$ cat src/rtl/matvec_dot_scheduler.sv
`default_nettype none
// ============================================================================
// Module   : matvec_dot_scheduler
// Purpose  : Computes Y = M*x by feeding one row at a time, together with the
//            vector, into a single shared sequential dot-product engine, and
//            collecting each scalar result into a packed output vector.
// Revision : 1.0 - initial release
//
// Ports
//   clk        in   system clock, rising edge
//   rst        in   asynchronous active-high reset
//   start      in   job request, sampled only while idle
//   matrix     in   ROWS rows of VLEN fp32 elements; row r at [32*VLEN*r +: 32*VLEN]
//   vector     in   VLEN fp32 elements, operand x
//   busy       out  job in progress
//   done       out  job complete, held until the next accepted start or reset
//   error      out  per-row watchdog fired (always 0 unless MVS_TIMEOUT_EN)
//   result     out  y[r] at [32*r +: 32]
//   row_idx    out  row currently in flight
//   dp_A       out  engine operand A (current row), registered
//   dp_B       out  engine operand B (vector), registered
//   dp_result  in   engine scalar result
//   dp_done    in   engine completion flag; drops on any operand change
//
// Build option
//   MVS_TIMEOUT_EN : adds a per-row cycle watchdog of TIMEOUT cycles. When it
//                    expires, error is raised, the remaining rows are dropped
//                    and the job finishes with done asserted.
// ============================================================================
module matvec_dot_scheduler #(
  parameter int VLEN    = 4,
  parameter int ROWS    = 4,
  parameter int TIMEOUT = 1024
) (
  input  logic                      clk,
  input  logic                      rst,
  input  logic                      start,
  input  logic [32*ROWS*VLEN-1:0]   matrix,
  input  logic [32*VLEN-1:0]        vector,
  output logic                      busy,
  output logic                      done,
  output logic                      error,
  output logic [32*ROWS-1:0]        result,
  output logic [$clog2(ROWS):0]     row_idx,
  output logic [32*VLEN-1:0]        dp_A,
  output logic [32*VLEN-1:0]        dp_B,
  input  logic [31:0]               dp_result,
  input  logic                      dp_done
);

  localparam int AW = 32 * VLEN;
  localparam int RW = $clog2(ROWS) + 1;
  // Index width for selecting one of ROWS rows (at least one bit).
  localparam int SW = (ROWS > 1) ? $clog2(ROWS) : 1;
  localparam logic [RW-1:0] LAST_ROW = RW'(ROWS - 1);

  typedef enum logic [2:0] {
    S_IDLE      = 3'd0,
    S_LOAD      = 3'd1,
    S_WAIT_CLR  = 3'd2,
    S_WAIT_DONE = 3'd3,
    S_STORE     = 3'd4,
    S_FINISH    = 3'd5
  } state_t;

  state_t                   state_q;
  logic [ROWS-1:0][AW-1:0]  mat_q;
  logic [AW-1:0]            vec_q;
  logic [ROWS-1:0][31:0]    result_q;
  logic [RW-1:0]            row_idx_q;
  logic [AW-1:0]            dp_a_q;
  logic [AW-1:0]            dp_b_q;
  logic                     busy_q;
  logic                     done_q;
  logic                     error_q;
  logic                     dp_valid_q;   // dp_result belongs to dp_a_q/dp_b_q
  logic                     seen_low_q;   // dp_done has dropped for current operands

  logic [SW-1:0]            row_sel_d;
  logic [AW-1:0]            new_a_d;
  logic                     dup_d;
  logic                     tmo_hit_d;

  assign row_sel_d = row_idx_q[SW-1:0];
  assign new_a_d   = mat_q[row_sel_d];

  // When the engine already holds exactly these operands its done flag will
  // never drop, so waiting for it would hang; reuse the held result instead.
  assign dup_d = dp_valid_q && (new_a_d == dp_a_q) && (vec_q == dp_b_q);

`ifdef MVS_TIMEOUT_EN
  localparam int CW = $clog2(TIMEOUT + 1);
  localparam logic [CW-1:0] TMO_LAST = CW'(TIMEOUT - 1);

  logic [CW-1:0] tmo_cnt_q;

  // Counts wait cycles of the current row; the wait state that sees
  // TIMEOUT-1 is the TIMEOUT-th and aborts the job.
  always_ff @(posedge clk or posedge rst) begin
    if (rst) begin
      tmo_cnt_q <= '0;
    end else if (state_q == S_LOAD) begin
      tmo_cnt_q <= '0;
    end else if (state_q == S_WAIT_CLR || state_q == S_WAIT_DONE) begin
      tmo_cnt_q <= tmo_cnt_q + CW'(1);
    end
  end

  assign tmo_hit_d = (tmo_cnt_q == TMO_LAST);
  assign error     = error_q;
`else
  assign tmo_hit_d = 1'b0;
  assign error     = 1'b0;
`endif

  always_ff @(posedge clk or posedge rst) begin
    if (rst) begin
      state_q    <= S_IDLE;
      mat_q      <= '0;
      vec_q      <= '0;
      result_q   <= '0;
      row_idx_q  <= '0;
      dp_a_q     <= '0;
      dp_b_q     <= '0;
      busy_q     <= 1'b0;
      done_q     <= 1'b0;
      error_q    <= 1'b0;
      dp_valid_q <= 1'b0;
      seen_low_q <= 1'b0;
    end else begin
      case (state_q)
        S_IDLE: begin
          if (start) begin
            mat_q     <= matrix;
            vec_q     <= vector;
            done_q    <= 1'b0;
            error_q   <= 1'b0;
            result_q  <= '0;
            row_idx_q <= '0;
            busy_q    <= 1'b1;
            state_q   <= S_LOAD;
          end
        end

        S_LOAD: begin
          dp_b_q <= vec_q;
          if (dup_d) begin
            state_q <= S_STORE;
          end else begin
            dp_a_q     <= new_a_d;
            // The held result no longer matches the operands until this
            // row completes; matters if the row is abandoned by the watchdog.
            dp_valid_q <= 1'b0;
            seen_low_q <= 1'b0;
            state_q    <= S_WAIT_CLR;
          end
        end

        S_WAIT_CLR: begin
          // dp_done high here is left over from the previous operands.
          if (tmo_hit_d) begin
            error_q <= 1'b1;
            state_q <= S_FINISH;
          end else if (!dp_done) begin
            seen_low_q <= 1'b1;
            state_q    <= S_WAIT_DONE;
          end
        end

        S_WAIT_DONE: begin
          if (tmo_hit_d) begin
            error_q <= 1'b1;
            state_q <= S_FINISH;
          end else if (dp_done && seen_low_q) begin
            state_q <= S_STORE;
          end
        end

        S_STORE: begin
          result_q[row_sel_d] <= dp_result;
          dp_valid_q          <= 1'b1;
          if (row_idx_q == LAST_ROW) begin
            state_q <= S_FINISH;
          end else begin
            row_idx_q <= row_idx_q + RW'(1);
            state_q   <= S_LOAD;
          end
        end

        S_FINISH: begin
          // dp_A/dp_B are left untouched so the engine stays idle-done.
          busy_q  <= 1'b0;
          done_q  <= 1'b1;
          state_q <= S_IDLE;
        end

        default: begin
          state_q <= S_IDLE;
        end
      endcase
    end
  end

  assign busy    = busy_q;
  assign done    = done_q;
  assign result  = result_q;
  assign row_idx = row_idx_q;
  assign dp_A    = dp_a_q;
  assign dp_B    = dp_b_q;

endmodule
`default_nettype wire

$ cat config.mk
export PLATFORM = sky130hd
export DESIGN_NAME = matvec_dot_scheduler
export DESIGN_NICKNAME = d
export VERILOG_FILES = /design/src/rtl/matvec_dot_scheduler.sv
export SDC_FILE = /design/constraint.sdc
export NUM_CORES = 2
export LEC_CHECK = 0
export BUFFER_PORTS_ARGS = -buffer_cell sky130_fd_sc_hd__buf_2
export CORE_AREA = 10 10 402 404
export CTS_CLUSTER_DIAMETER = 50
export DETAILED_ROUTE_END_ITERATION = 6
export DIE_AREA = 0 0 412 414
export HOLD_SLACK_MARGIN = 0.1
export SLEW_MARGIN = 20
export SYNTH_ARGS = -nofsm -noshare
export SYNTH_HDL_FRONTEND = slang
export SYNTH_SLANG_ARGS = --single-unit
$ cat constraint.sdc
create_clock -name clk -period 81 [get_ports clk]
set_clock_uncertainty 0.05 [all_clocks]
set_input_delay 4.05 -clock clk [delete_from_list [all_inputs] [get_ports clk]]
set_output_delay 4.05 -clock clk [all_outputs]
set_load 0.1 [all_outputs]
==> out/results.tsv <==
metric	value	unit
CP most frequent cell	buf_4	
setup bufs post-CTS	0	
Die H	414	um
Crit path max-delay family	simple AND/OR/NAND/NOR gates	
Final Hold Vio Count	0	
area leader, netlist	dfrtp_1	
Die W	412	um
FF-to-FF End	dp_A[88]	
nets	4838	
area grow syn2layout	26.90	%
hold_buf cts	0	
CP Cell Sequence	buf_4, mux4_2, xnor2_1, nand4_1, nor4_1, nand4_1, nand4b_1, nor4_2, nand2b_4, buf_4, buf_4, mux2_2	
final setup vio count	0	
via/cell ratio	5.058	
main flop type after synthesis	dfrtp_1	
largest net degree at the start of global routing	178	
worst skew pair latency	760	ps
Hold WC Path Type	flip-flop to flip-flop	
Achievable Freq	122.4	MHz
post-route insts no fill	6329	
CTS tree	yes	
wire length per cell	31.82	um
first-pass GRT wire length	276800	um
ys async rst share	100.0	%
top cells by area, synth	dfrtp_1, mux2_2, mux4_2	
DPL Wire Length	161200	um
input/output buffers	1064	
die area	170600	um^2
RR Startpoint	row_idx[1]	
syn nets	3751	
number of max-cap violations	0	
share of layout cells above drive strength 1	54.88	%
antenna violations before repair	80	
slowest stage cell, crit path	dfrtp_4	
Sinks on Clock Net	1034	
total CTS buffers	137	
drt drc	0	
Slew Limit Fails	0	
XOR/XNOR share of the synthesized area	3.042	%
Final period util	10.09	%
Syn Inst Count	3070	
Worst Path Buf+Inv	3	
Setup crit end kind	flip-flop	
post-synthesis cell type count	59	
Starting Density	29.67	%
RSZ-0062 raised after global routing	false	
iteration count of the initial detailed-routing pass	5	
post-synth top area share	56.89	%
placed insts	6061	
ANT nets after route	0	
number of global-route vias before repair	33870	
final wirelength	201400	um
grt total ovfl	0	
Place WS	72520	ps
row cnt	144	
setup ws final	72830	ps
Reg2Reg Depth	12	
Adder-Cell Fraction of Synth Area	0.1375	%
clock root buffer	clkbuf_16	
H-Tree Depth	4	
Critical Path RT	81560	ps
status	finished, final reports clean	
Vias	32010	
clk slew on worst S/H paths	50	ps
Worst Path Max Fanout	52	
max incr delay on CP	1000	ps
main combinational cell family by area after synthesis	multiplexers	
Util after Layout	37.65	%
Initial DRC Count	2365	
mux cell area share after synthesis	29.14	%
fillers	14680	
Tot GR Track Use	22.84	%
Compound-Gate Fraction of Synth Area	5.196	%
Tmin final	8169	ps
WHS Endpoint	result[65]	
register area share after synthesis	56.89	%
FF-to-FF setup slack	72830	ps
post-synthesis area per instance	14.82	um^2
Post-Synth Simple-Gate Area	2.748	%
Startpoint Class	flip-flop	
I/O pin count	1066	
Setup CP Type	flip-flop to flip-flop	
worst hold start	result[65]	
Netlist Area Pre-Place	45490	um^2
RePlAce Congestion	0.9463	
hold path depth	1	
Yosys reg bits	1034	
Worst Tran Pin Value	1135	ps
slew margin rel.	22.14	%
Final TNS setup	0	ps
Core ar.	153300	um^2
cts repair resizes	0	
CP arrival	8730	ps
Warnings, synthesis	0	
number of synthesized flops with an enable pin	0	
clock buffer depth	3	
==> Yosys cell counts, types with 16 or more instances <==
library cell  count
inv_1            78
clkbuf_1        118
a21oi_1          23
o22ai_1          33
o21ai_0          49
xnor2_1          84
mux4_2           91
a22o_1          132
buf_4            20
mux2i_1         105
nor4_1           27
nor2b_1          18
nand4_1          31
nand2_1          58
nand2b_1         31
mux2_2          794
dfrtp_1        1034
buf_2            16
nor2_1           22
mux2_4           80
xor2_1           74
==> placed cells by master, fill, tap and decap left out, types with 22 or more instances in the layout <==
master and n:
a21oi_1 23, a22o_1 132, buf_2 1065, buf_4 57, clkbuf_16 141, clkbuf_8 22, dfrtp_1 1032, diode_2 27
inv_1 76, mux2_2 794, mux2_4 80, mux2i_1 104, mux4_2 91, nand2_1 58, nand2b_1 30, nand4_1 31
nor4_1 22, o21ai_0 49, o22ai_1 33, xnor2_1 83, xor2_1 74
==> worst max-delay path by stage <==
stage	start	to	slack, ps	depth (start not counted)
3_5_place_dp	row_idx[1]	dp_A[90]	72520	12
5_1_grt	row_idx[1]	dp_A[88]	72340	12
6_report	row_idx[1]	dp_A[88]	72830	12
3_3_place_gp	row_idx[1]	dp_A[88]	72530	12
2_1_floorplan	rst	busy	47800	1
4_1_cts	row_idx[1]	dp_A[85]	72480	12
==> metrics by stage <==
| step | area (um^2) | hold WS (ps) |
|---|---|---|
| detailed placement | 52960 | 426.6 |
| finish | 57720 | 442.2 |
| global route | 57690 | 454.7 |
| floorplan | 45490 | 392.9 |
| CTS | 57620 | 446.7 |
| global placement | 52930 | 430.1 |
==> logic make-up (layout without fill, tap and decap cells) <==
logic type,Yosys count,in the layout
xor+xnor,158,158
simple gates,232,232
flops,1034,1034
other cells,1,28
fa+ha+maj,5,5
buf+inv,256,1444
mux,1071,1071
compound gates,313,313
==> sequential cells by signal, summed over array words and instances (netlist names) <==
register / flops
dp_A: 128
vec_q: 128
dp_B: 128
state_q: 3
result: 128
done: 1
busy: 1
mat_q: 512
row_idx: 3
dp_valid_q: 1
seen_low_q: 1
==> layer usage <==
metal | wire length (um) | vias to the layer above | global-route usage [%]
li1 | - | 13520 | -
met1 | 75880 | 16640 | 26.38
met2 | 97360 | 1413 | 38.29
met3 | 19800 | 397 | 8.798
met4 | 8056 | 44 | 8.144
met5 | 267 | - | 0
==> cell type report <==
cell class	count	area, um^2	share of cell area [%]
Clock buffer	181	3899	6.754
Tap cell	2044	2557	4.431
Inverter	78	300.3	0.5202
Sequential cell	1034	25880	44.84
Antenna cell	27	67.56	0.1171
Clock inverter	59	767.0	1.329
Multi-Input combinational cell	1780	18410	31.90
Timing Repair Buffer	1126	5837	10.11
Power is not shown: default switching activity piles up to over one toggle a cycle in this logic, so the estimate is an artifact.
